===== src/rtl/fxu_pipe.sv =====
// Fixed-point execute unit: one-entry issue stage (S1), multi-cycle MUL FSM,
// and an in-order result FIFO with valid/ready handshakes on both sides.
module fxu_pipe #(
  parameter int unsigned WIDTH      = 16,
  parameter int unsigned ROB_BITS   = 4,
  parameter int unsigned IMM_BITS   = 8,
  parameter int unsigned DEPTH      = 2,
  parameter int unsigned MUL_CYCLES = 3
) (
  input  logic                clk,
  input  logic                reset,
  input  logic                flush,
  input  logic                in_valid,
  output logic                in_ready,
  input  logic [3:0]          in_opcode,
  input  logic [ROB_BITS-1:0] in_index,
  input  logic [WIDTH-1:0]    in_va,
  input  logic [WIDTH-1:0]    in_vb,
  input  logic [IMM_BITS-1:0] in_i,
  output logic                out_valid,
  input  logic                out_ready,
  output logic [ROB_BITS-1:0] out_rob_index,
  output logic [WIDTH-1:0]    out_return_value
);

  localparam int unsigned ShW  = $clog2(WIDTH);
  localparam int unsigned PtrW = (DEPTH > 1) ? $clog2(DEPTH) : 1;
  localparam int unsigned CntW = $clog2(DEPTH + 1);
  localparam int unsigned McW  = $clog2(MUL_CYCLES);

  localparam logic [3:0] OpAdd  = 4'b0000;
  localparam logic [3:0] OpSub  = 4'b0001;
  localparam logic [3:0] OpAnd  = 4'b0010;
  localparam logic [3:0] OpOr   = 4'b0011;
  localparam logic [3:0] OpMov  = 4'b0100;
  localparam logic [3:0] OpMovl = 4'b0101;
  localparam logic [3:0] OpMovh = 4'b0110;
  localparam logic [3:0] OpShl  = 4'b0111;
  localparam logic [3:0] OpMul  = 4'b1000;

  typedef enum logic {StIdle, StMul} state_e;

  state_e              state_q, state_d;
  logic [McW-1:0]      mcnt_q, mcnt_d;

  logic                s1_valid_q, s1_valid_d;
  logic [3:0]          s1_op_q, s1_op_d;
  logic [ROB_BITS-1:0] s1_idx_q, s1_idx_d;
  logic [WIDTH-1:0]    s1_va_q, s1_va_d;
  logic [WIDTH-1:0]    s1_vb_q, s1_vb_d;
  logic [IMM_BITS-1:0] s1_i_q, s1_i_d;

  logic [WIDTH-1:0]    val_q [DEPTH];
  logic [WIDTH-1:0]    val_d [DEPTH];
  logic [ROB_BITS-1:0] rob_q [DEPTH];
  logic [ROB_BITS-1:0] rob_d [DEPTH];
  logic [PtrW-1:0]     wr_ptr_q, wr_ptr_d;
  logic [PtrW-1:0]     rd_ptr_q, rd_ptr_d;
  logic [CntW-1:0]     cnt_q, cnt_d;

  logic [WIDTH-1:0]    s1_res;
  logic [CntW:0]       occ;
  logic                push, pop;

  function automatic logic [PtrW-1:0] ptr_inc(input logic [PtrW-1:0] p);
    return (p == PtrW'(DEPTH - 1)) ? '0 : p + 1'b1;
  endfunction

  always_comb begin
    s1_res = '0;
    case (s1_op_q)
      OpAdd:   s1_res = s1_va_q + s1_vb_q;
      OpSub:   s1_res = s1_va_q - s1_vb_q;
      OpAnd:   s1_res = s1_va_q & s1_vb_q;
      OpOr:    s1_res = s1_va_q | s1_vb_q;
      OpMov:   s1_res = s1_va_q;
      OpMovl:  s1_res = {s1_va_q[WIDTH-1:IMM_BITS], s1_i_q};
      OpMovh:  s1_res = {s1_i_q, s1_va_q[WIDTH-IMM_BITS-1:0]};
      OpShl:   s1_res = s1_va_q << s1_vb_q[ShW-1:0];
      OpMul:   s1_res = s1_va_q * s1_vb_q;
      default: s1_res = '0;
    endcase
  end

  // Occupancy counts S1 as a reserved FIFO slot so a push can never overflow.
  always_comb begin
    occ       = {1'b0, cnt_q} + {{CntW{1'b0}}, s1_valid_q};
    in_ready  = (state_q == StIdle) && !(s1_valid_q && (s1_op_q == OpMul)) &&
                (occ < (CntW + 1)'(DEPTH));
    out_valid = (cnt_q != '0);
    out_rob_index    = out_valid ? rob_q[rd_ptr_q] : '0;
    out_return_value = out_valid ? val_q[rd_ptr_q] : '0;
  end

  always_comb begin
    state_d    = state_q;
    mcnt_d     = mcnt_q;
    s1_valid_d = s1_valid_q;
    s1_op_d    = s1_op_q;
    s1_idx_d   = s1_idx_q;
    s1_va_d    = s1_va_q;
    s1_vb_d    = s1_vb_q;
    s1_i_d     = s1_i_q;
    val_d      = val_q;
    rob_d      = rob_q;
    wr_ptr_d   = wr_ptr_q;
    rd_ptr_d   = rd_ptr_q;
    cnt_d      = cnt_q;
    push       = 1'b0;
    pop        = out_valid && out_ready;

    if (state_q == StIdle) begin
      if (s1_valid_q) begin
        if (s1_op_q == OpMul) begin
          state_d = StMul;
          mcnt_d  = McW'(1);
        end else begin
          push       = 1'b1;
          s1_valid_d = 1'b0;
        end
      end
    end else begin
      if (mcnt_q == McW'(MUL_CYCLES - 1)) begin
        push       = 1'b1;
        s1_valid_d = 1'b0;
        state_d    = StIdle;
        mcnt_d     = '0;
      end else begin
        mcnt_d = mcnt_q + 1'b1;
      end
    end

    if (in_valid && in_ready) begin
      s1_valid_d = 1'b1;
      s1_op_d    = in_opcode;
      s1_idx_d   = in_index;
      s1_va_d    = in_va;
      s1_vb_d    = in_vb;
      s1_i_d     = in_i;
    end

    if (push) begin
      val_d[wr_ptr_q] = s1_res;
      rob_d[wr_ptr_q] = s1_idx_q;
      wr_ptr_d        = ptr_inc(wr_ptr_q);
    end
    if (pop) begin
      rd_ptr_d = ptr_inc(rd_ptr_q);
    end
    case ({push, pop})
      2'b10:   cnt_d = cnt_q + 1'b1;
      2'b01:   cnt_d = cnt_q - 1'b1;
      default: cnt_d = cnt_q;
    endcase

    // Flush squashes everything, including any accept or pop this cycle.
    if (flush) begin
      state_d    = StIdle;
      mcnt_d     = '0;
      s1_valid_d = 1'b0;
      wr_ptr_d   = '0;
      rd_ptr_d   = '0;
      cnt_d      = '0;
    end
  end

  always_ff @(posedge clk) begin
    if (reset) begin
      state_q    <= StIdle;
      mcnt_q     <= '0;
      s1_valid_q <= 1'b0;
      s1_op_q    <= '0;
      s1_idx_q   <= '0;
      s1_va_q    <= '0;
      s1_vb_q    <= '0;
      s1_i_q     <= '0;
      wr_ptr_q   <= '0;
      rd_ptr_q   <= '0;
      cnt_q      <= '0;
      for (int unsigned k = 0; k < DEPTH; k++) begin
        val_q[k] <= '0;
        rob_q[k] <= '0;
      end
    end else begin
      state_q    <= state_d;
      mcnt_q     <= mcnt_d;
      s1_valid_q <= s1_valid_d;
      s1_op_q    <= s1_op_d;
      s1_idx_q   <= s1_idx_d;
      s1_va_q    <= s1_va_d;
      s1_vb_q    <= s1_vb_d;
      s1_i_q     <= s1_i_d;
      wr_ptr_q   <= wr_ptr_d;
      rd_ptr_q   <= rd_ptr_d;
      cnt_q      <= cnt_d;
      val_q      <= val_d;
      rob_q      <= rob_d;
    end
  end

endmodule


===== config.mk =====
export PLATFORM = sky130hd
export DESIGN_NAME = fxu_pipe
export DESIGN_NICKNAME = d
export VERILOG_FILES = /design/src/rtl/fxu_pipe.sv
export SDC_FILE = /design/constraint.sdc
export NUM_CORES = 1
export LEC_CHECK = 0
export CORE_MARGIN = 1
export CORE_UTILIZATION = 45
export CTS_CLUSTER_DIAMETER = 50
export DETAILED_ROUTE_END_ITERATION = 10
export HOLD_SLACK_MARGIN = 0.06
export PLACE_DENSITY = 0.76
export SLEW_MARGIN = 15
export SYNTH_ARGS = -nofsm -noshare
export SYNTH_HDL_FRONTEND = slang
export SYNTH_SLANG_ARGS = --single-unit

===== constraint.sdc =====
create_clock -name clk -period 6.01 [get_ports clk]
set_input_delay 0.601 -clock clk [delete_from_list [all_inputs] [get_ports clk]]
set_output_delay 0.601 -clock clk [all_outputs]
set_load 0.005 [all_outputs]

==> reports/results.txt <==
Status -> finished clean
Clk buf depth -> 2
Final period utilization -> 0.9564
CP required -> 6.22 ns
Post-Place Worst Slack -> 0.2534 ns
Crit path cell chain -> nand2_1 -> fa_1 -> fa_1 -> fa_1 -> fa_1 -> inv_1 -> fa_1 -> inv_1 -> fa_1 -> inv_1 -> ha_1 -> a21o_1 -> a21o_1 -> or3_1 -> a31oi_4 -> nand2_1 -> o32ai_1 -> nor2_1
Static leakage power -> 4.889 nW
Placed cell area -> 11,360 um2
WHS Endpoint -> rob_q[2]
Area Overhead vs Synth -> 14.64%
Tightest Pin Transition -> 0.9510 ns
Min-delay src -> rob_q[2]
# fillers -> 2,140
YS warnings -> 0
Post-Synthesis Cells -> 1,313
Clk_lat worst skew -> 0.36 ns
Critical path's top delay family -> adder cells
Clock skew -> 0.01435 ns
Post-Route Setup TNS -> 0 ns
Reg2Reg Depth -> 18
Crit end category -> flop
Ys flop type -> dfxtp_1
Pwr/cell area -> 176.5 nW/um2
Area of the multi-input gates -> 7501 um2
DRC viols -> 0
Initial Utilization -> 0.4636
Placed Instances -> 1,634
I/O Buffers -> 74
Final WS setup -> 0.2619 ns
Antenna-violating nets left -> 0
Reg-to-reg slack, setup -> 0.26 ns
Clock transition at the registers of the reported paths -> 0.07 ns
Die area -> 23,300 um2
DRT Wirelength -> 32,810 um
Max Clk Rate -> 174.0 MHz
Crit path DAT -> 5.96 ns
WS Path Type -> flop to flop
CP Launch Type -> flop
Share of post-route cells with drive strength above 1 -> 0.07299
Buf/Inv on CP -> 3
H-tree depth reported by CTS -> 3
Synth async-reset ratio -> 0
RSZ-0062 raised after global routing -> no
# IOs -> 75
Vias in the first global route -> 9,422
Sequential element share of the synthesized area -> 0.1882
Layout Cells excl Fill -> 1,650
Max Slew Vio Count -> 0
Pin count of the biggest net entering global routing -> 52
Syn Area/Cell -> 7.777 um2
Max transition margin -> 0.3611
DP HPWL -> 25,700 um
Share of the synthesized area in the top cell type -> 0.1882
Worst-path fanout max -> 8
Final min period -> 5.748 ns
Global-route wire length before repair -> 52,920 um
Sink Count -> 96
Core Util, Final -> 0.5315
Die height -> 152.6 um
Iteration-0 DRC Markers -> 1,035
Layout Nets -> 1,568
Synth area leaders -> dfxtp_1 19%, fa_1 16%, nand2_1 8.7%
Endpoints failing setup -> 0
Register area -> 1924 um2
Fin. Hold Viols -> 0
EDFF count, synth -> 0
Commonest cells post-synth -> 237 x nand2_1, 123 x inv_1, 117 x nor2_1
Via count -> 9,424
Vias/cell -> 5.712
CP dominant cell by count -> fa_1
Ant. Diodes -> 0
Cell type with the highest aggregate area in the netlist -> dfxtp_1
Antenna violations before repair -> 0
Hold path cells -> 2
Core box area -> 22,030 um2
Hold Crit Class -> flop to flop
Max VDD drop -> 0.0001363 V
GRT Total Usage -> 0.2918
Die width -> 152.6 um
Remaining Overflow, GRT -> 0
RR Endpoint -> val_q[29]
CTS tree -> done
Post-synth cell types -> 67
Std-Cell Rows -> 54
Slowest stage delay, CP -> 0.57 ns
Top-count cell post-synth -> nand2_1
Drt first pass iters -> 6
DR WL/cell -> 19.88 um
MaxCap Viol Count -> 0
Final instance area -> 11,710 um2
CTS root buffer -> clkbuf_16
Post-Syn Area -> 10,210 um2
Num CTS Buffers -> 9
Seq cells post-synth -> 96
RePlAce Congestion -> 1.056
Slowest-stage cell, CP -> dfxtp_1
Syn Nets -> 1,516
R2r startpoint -> s1_va_q[8]
==> worst max-delay path by stage <==
stage          startpoint         to  cells after the start
6_report       s1_va_q[8]  val_q[29]                     18
5_1_grt        s1_vb_q[4]  val_q[29]                     19
4_1_cts        s1_vb_q[1]  val_q[12]                     20
3_5_place_dp   s1_vb_q[2]  val_q[14]                     18
3_3_place_gp   s1_va_q[8]  val_q[29]                     18
2_1_floorplan  s1_vb_q[2]  val_q[29]                     21
==> timing repair <==
| item | 4_1_cts | 5_1_grt |
|---|---|---|
| buffers inserted | 0 | 0 |
| hold buffers | 0 | 0 |
| setup endpoints to repair | 0 | 7 |
| gates resized for setup | 0 | 7 |
==> registers in the layout, summed over array words and instances, names as in the netlist, 2 cells and up <==
signal	count
val_q	32
s1_va_q	16
s1_vb_q	16
rob_q	8
s1_i_q	8
s1_idx_q	4
s1_op_q	4
cnt_q	2
mcnt_q	2
==> through the flow <==
step	power, mW	hold slack, ns
finish	2.067	0.4579
global route	2.174	0.4766
CTS	2.053	0.4560
detailed placement	1.439	0.4466
global placement	1.434	0.4413
floorplan	1.188	0.4357
==> logic make-up after synthesis <==
logic type	after synthesis	synth area share
simple gates	515	0.2283
compound gates	224	0.1405
buf+inv	213	0.08001
fa+ha+maj	151	0.2443
flops	96	0.1882
xor+xnor	61	0.05367
mux	53	0.06494
==> cells in the final DEF, fill, tap and decap left out, types with 4 or more instances in the layout <==
master and n:
a211oi_1 20, a21o_1 7, a21oi_1 89, a221o_1 4
a221oi_1 7, a22oi_1 6, and2_1 69, buf_4 55
clkbuf_16 9, clkdlybuf4s50_1 73, dfxtp_1 94, fa_1 81
ha_1 69, inv_1 123, mux2_2 6, mux2i_1 37
mux4_2 10, nand2_1 237, nand2b_1 9, nand3_1 17
nor2_1 117, nor2b_1 13, nor3_1 23, nor3b_1 5
nor4b_1 4, o2111ai_1 4, o211ai_1 8, o21a_1 5
o21ai_0 31, xnor2_1 47, xor2_1 13
==> layout make-up <==
cell class / count / area share
multi-input combinational: 1004 / 0.6408
clock inverter: 7 / 0.007482
tap: 280 / 0.02993
timing repair buffer: 129 / 0.09812
inverter: 125 / 0.04008
clock buffer: 9 / 0.01924
sequential: 96 / 0.1644
==> worst min-delay path, cell delays in order (launching register included) <==
cell and delay (ns):
dfxtp_1 0.31, nand2_1 0.05, a21oi_1 0.05
==> layer usage <==
layer | track usage | routed length, um
met4 | 0.08947 | 898
met2 | 0.4585 | 14640
met3 | 0.05461 | 2860
met1 | 0.4052 | 14410
met5 | 0 | 0
==> power breakdown <==
group | switching (mW) | internal [mW] | leakage (nW)
Combinational | 0.436 | 0.305 | 3.95
Sequential | 0.0446 | 0.663 | 0.785
Clock | 0.287 | 0.332 | 0.151
Power figures use the tool's default switching activity.
==> patch: new RTL, config.mk and constraints unchanged <==
Set the parameter `IMM_BITS` to 6 (it was 8).
--- a/src/rtl/fxu_pipe.sv
+++ b/src/rtl/fxu_pipe.sv
@@ -5,3 +5,3 @@
   parameter int unsigned ROB_BITS   = 4,
-  parameter int unsigned IMM_BITS   = 8,
+  parameter int unsigned IMM_BITS   = 6,
   parameter int unsigned DEPTH      = 2,
Ports: changed (resized in_i); port bits go from 75 to 73. The function was not compared with the original's and may differ.
==> patch against the original RTL <==
  * The flow now finishes with violations (design-rule violations)
  * Hold slack improved by 8.5 ps
  * Wire length fell by 8.1%
  * Sequential power down 1%
  * Setup slack lost 46 ps
  * Sequential cell count down 2
  * Count of clock-buffer cells in the layout up 1
  * Synthesized area down 0.11%
  * Largest cell class unchanged
  * Critical path depth grew 1
  * Non-clock buffer count down 20
  * Power down 4.5%
  * Cell area shrank 2.6%
==> patch: results (changes against the original RTL) <==
- The worst-case setup margin in the final layout is 216 ps (was 262 ps).
- Synth cell count leaders: sky130_fd_sc_hd__nand2_1 (203), sky130_fd_sc_hd__inv_1 (127), sky130_fd_sc_hd__nor2_1 (105), sky130_fd_sc_hd__dfxtp_1 (94), sky130_fd_sc_hd__fa_1 (81) (was sky130_fd_sc_hd__nand2_1 (237), sky130_fd_sc_hd__inv_1 (123), sky130_fd_sc_hd__nor2_1 (117), sky130_fd_sc_hd__dfxtp_1 (96), sky130_fd_sc_hd__a21oi_1 (89)).
- The worst clock skew is 9.79 ps (was 14.3 ps).
- The weighted congestion at the end of routability-driven global placement came to 0.994 (was 1.06).
- The first-pass GRT wire length is 48.4 mm (was 52.9 mm).
- The end of the critical path is val_q[15] (was val_q[29]).
- Run status: finished with violations (was finished clean).
- The worst max-slew margin expressed relative to the limit is 0.318 (was 0.361).
- The count of different cell masters after synthesis is 68 (was 67).
- The routed wire length is 30.1 mm (was 32.8 mm).
- Synth top area cells: sky130_fd_sc_hd__dfxtp_1 (18%), sky130_fd_sc_hd__fa_1 (16%), sky130_fd_sc_hd__ha_1 (8.5%), sky130_fd_sc_hd__nand2_1 (7.5%), sky130_fd_sc_hd__inv_1 (4.7%) (was sky130_fd_sc_hd__dfxtp_1 (19%), sky130_fd_sc_hd__fa_1 (16%), sky130_fd_sc_hd__nand2_1 (8.7%), sky130_fd_sc_hd__ha_1 (8.5%), sky130_fd_sc_hd__inv_1 (4.5%)).
- The worst setup slack before clock tree synthesis is 248 ps (was 253 ps).
- The via count of the first global-routing pass is 8776 (was 9422).
- The remaining routing DRC violations is 1 (was 0).
- The number of placed instances with taps included is 1567 (was 1634).
- The leakage power of the design is 4.75 nW (was 4.89 nW).
- The length of the first detailed-routing pass in iterations was 10 (was 6).
- The total half-perimeter wirelength after legalization and detailed placement is 23.4 mm (was 25.7 mm).
- The setup slack on the worst flop-to-flop path is 220 ps (was 260 ps).
- The largest stage delay on the critical path is 600 ps (was 570 ps).
- The hold slack is 466 ps (was 458 ps).
- The total routing usage reported by global routing came to 0.267 (was 0.292).
- The largest net degree at the start of global routing is 88 (was 52).
- The fraction of layout instances using a drive strength above 1 is 0.0637 (was 0.0730).
- The clock-pin slew of the registers on the worst-case setup and hold paths was 70 ps (about the same).
- The via count normalized by instance count is 5.74 (was 5.71).
- The number of nets in the layout came to 1499 (was 1568).
- The number of instances in the synthesized netlist is 1269 (was 1313).
- The sequential-to-total area share from yosys stat is 0.184 (was 0.188).
- The average wire per cell in the routed design came to 19.0 um (was 19.9 um).
- The launch instance of the worst register-to-register path was s1_vb_q[1] (was s1_va_q[8]).
- The fill cell total of the finished layout is 2067 (was 2140).
- The count of port buffers added during placement is 72 (was 74).
- The checks that failed: design-rule violations.
- The initial detailed-routing violation count came to 756 (was 1035).
- The critical path data arrival time is 6050 ps (was 5960 ps).
[patch: worst min path at each step]
| stage | startpoint | end | depth (start not counted) |
|---|---|---|---|
| 2_1_floorplan | rob_q[0] | rob_q[0] | 2 |
| 3_3_place_gp | rob_q[2] | rob_q[2] | 2 |
| 3_5_place_dp | rob_q[3] | rob_q[3] | 2 |
| 4_1_cts | rob_q[3] | rob_q[3] | 2 |
| 5_1_grt | rob_q[1] | rob_q[1] | 2 |
| 6_report | rob_q[3] | rob_q[3] | 2 |
[patch: worst min-delay path, delay by kind of cell, from the launching register on]
| family | cells | cell delay (ps) |
|---|---|---|
| simple gates | 1 | 50 |
| flops | 1 | 310 |
| compound gates | 1 | 60 |
[patch: per-stage QoR]
stage	util	total power [mW]	area (um^2)
6_report	0.517	1.97	11400
5_1_grt	0.517	2.07	11400
4_1_cts	0.517	1.97	11400
3_5_place_dp	0.504	1.37	11100
3_3_place_gp	0.504	1.36	11100
2_1_floorplan	-	1.16	10200
[patch: cells by family after synthesis]
kind of cell / synth area share
compound gates: 0.155
xor+xnor: 0.0529
fa+ha+maj: 0.244
buf+inv: 0.0910
flops: 0.184
mux: 0.0713
simple gates: 0.202
[patch: where the power goes]
part | internal, mW | switching [mW]
clock network | 0.330 | 0.269
registers | 0.649 | 0.0504
logic | 0.282 | 0.393
[patch: cell type report]
class	instances	area share
clock buffer	10	0.0201
clock inverter	6	0.00659
multi-input combinational	957	0.648
tap	280	0.0307
inverter	127	0.0418
timing repair buffer	109	0.0872
sequential	94	0.165
[patch: repair_timing]
action,4_1_cts,5_1_grt
setup buffers,0,0
hold buffers,0,0
endpoints found under the setup margin,0,2
hold endpoints to repair,0,0
gates resized for setup,0,1
[patch: per-layer routing]
| metal | global-route usage | share of wire | up-vias |
|---|---|---|---|
| met5 | 0 | 0 | - |
| met4 | 0.113 | 0.044 | 0 |
| met3 | 0.0506 | 0.084 | 95 |
| met2 | 0.413 | 0.44 | 447 |
| met1 | 0.364 | 0.43 | 4293 |
| li1 | - | - | 4250 |
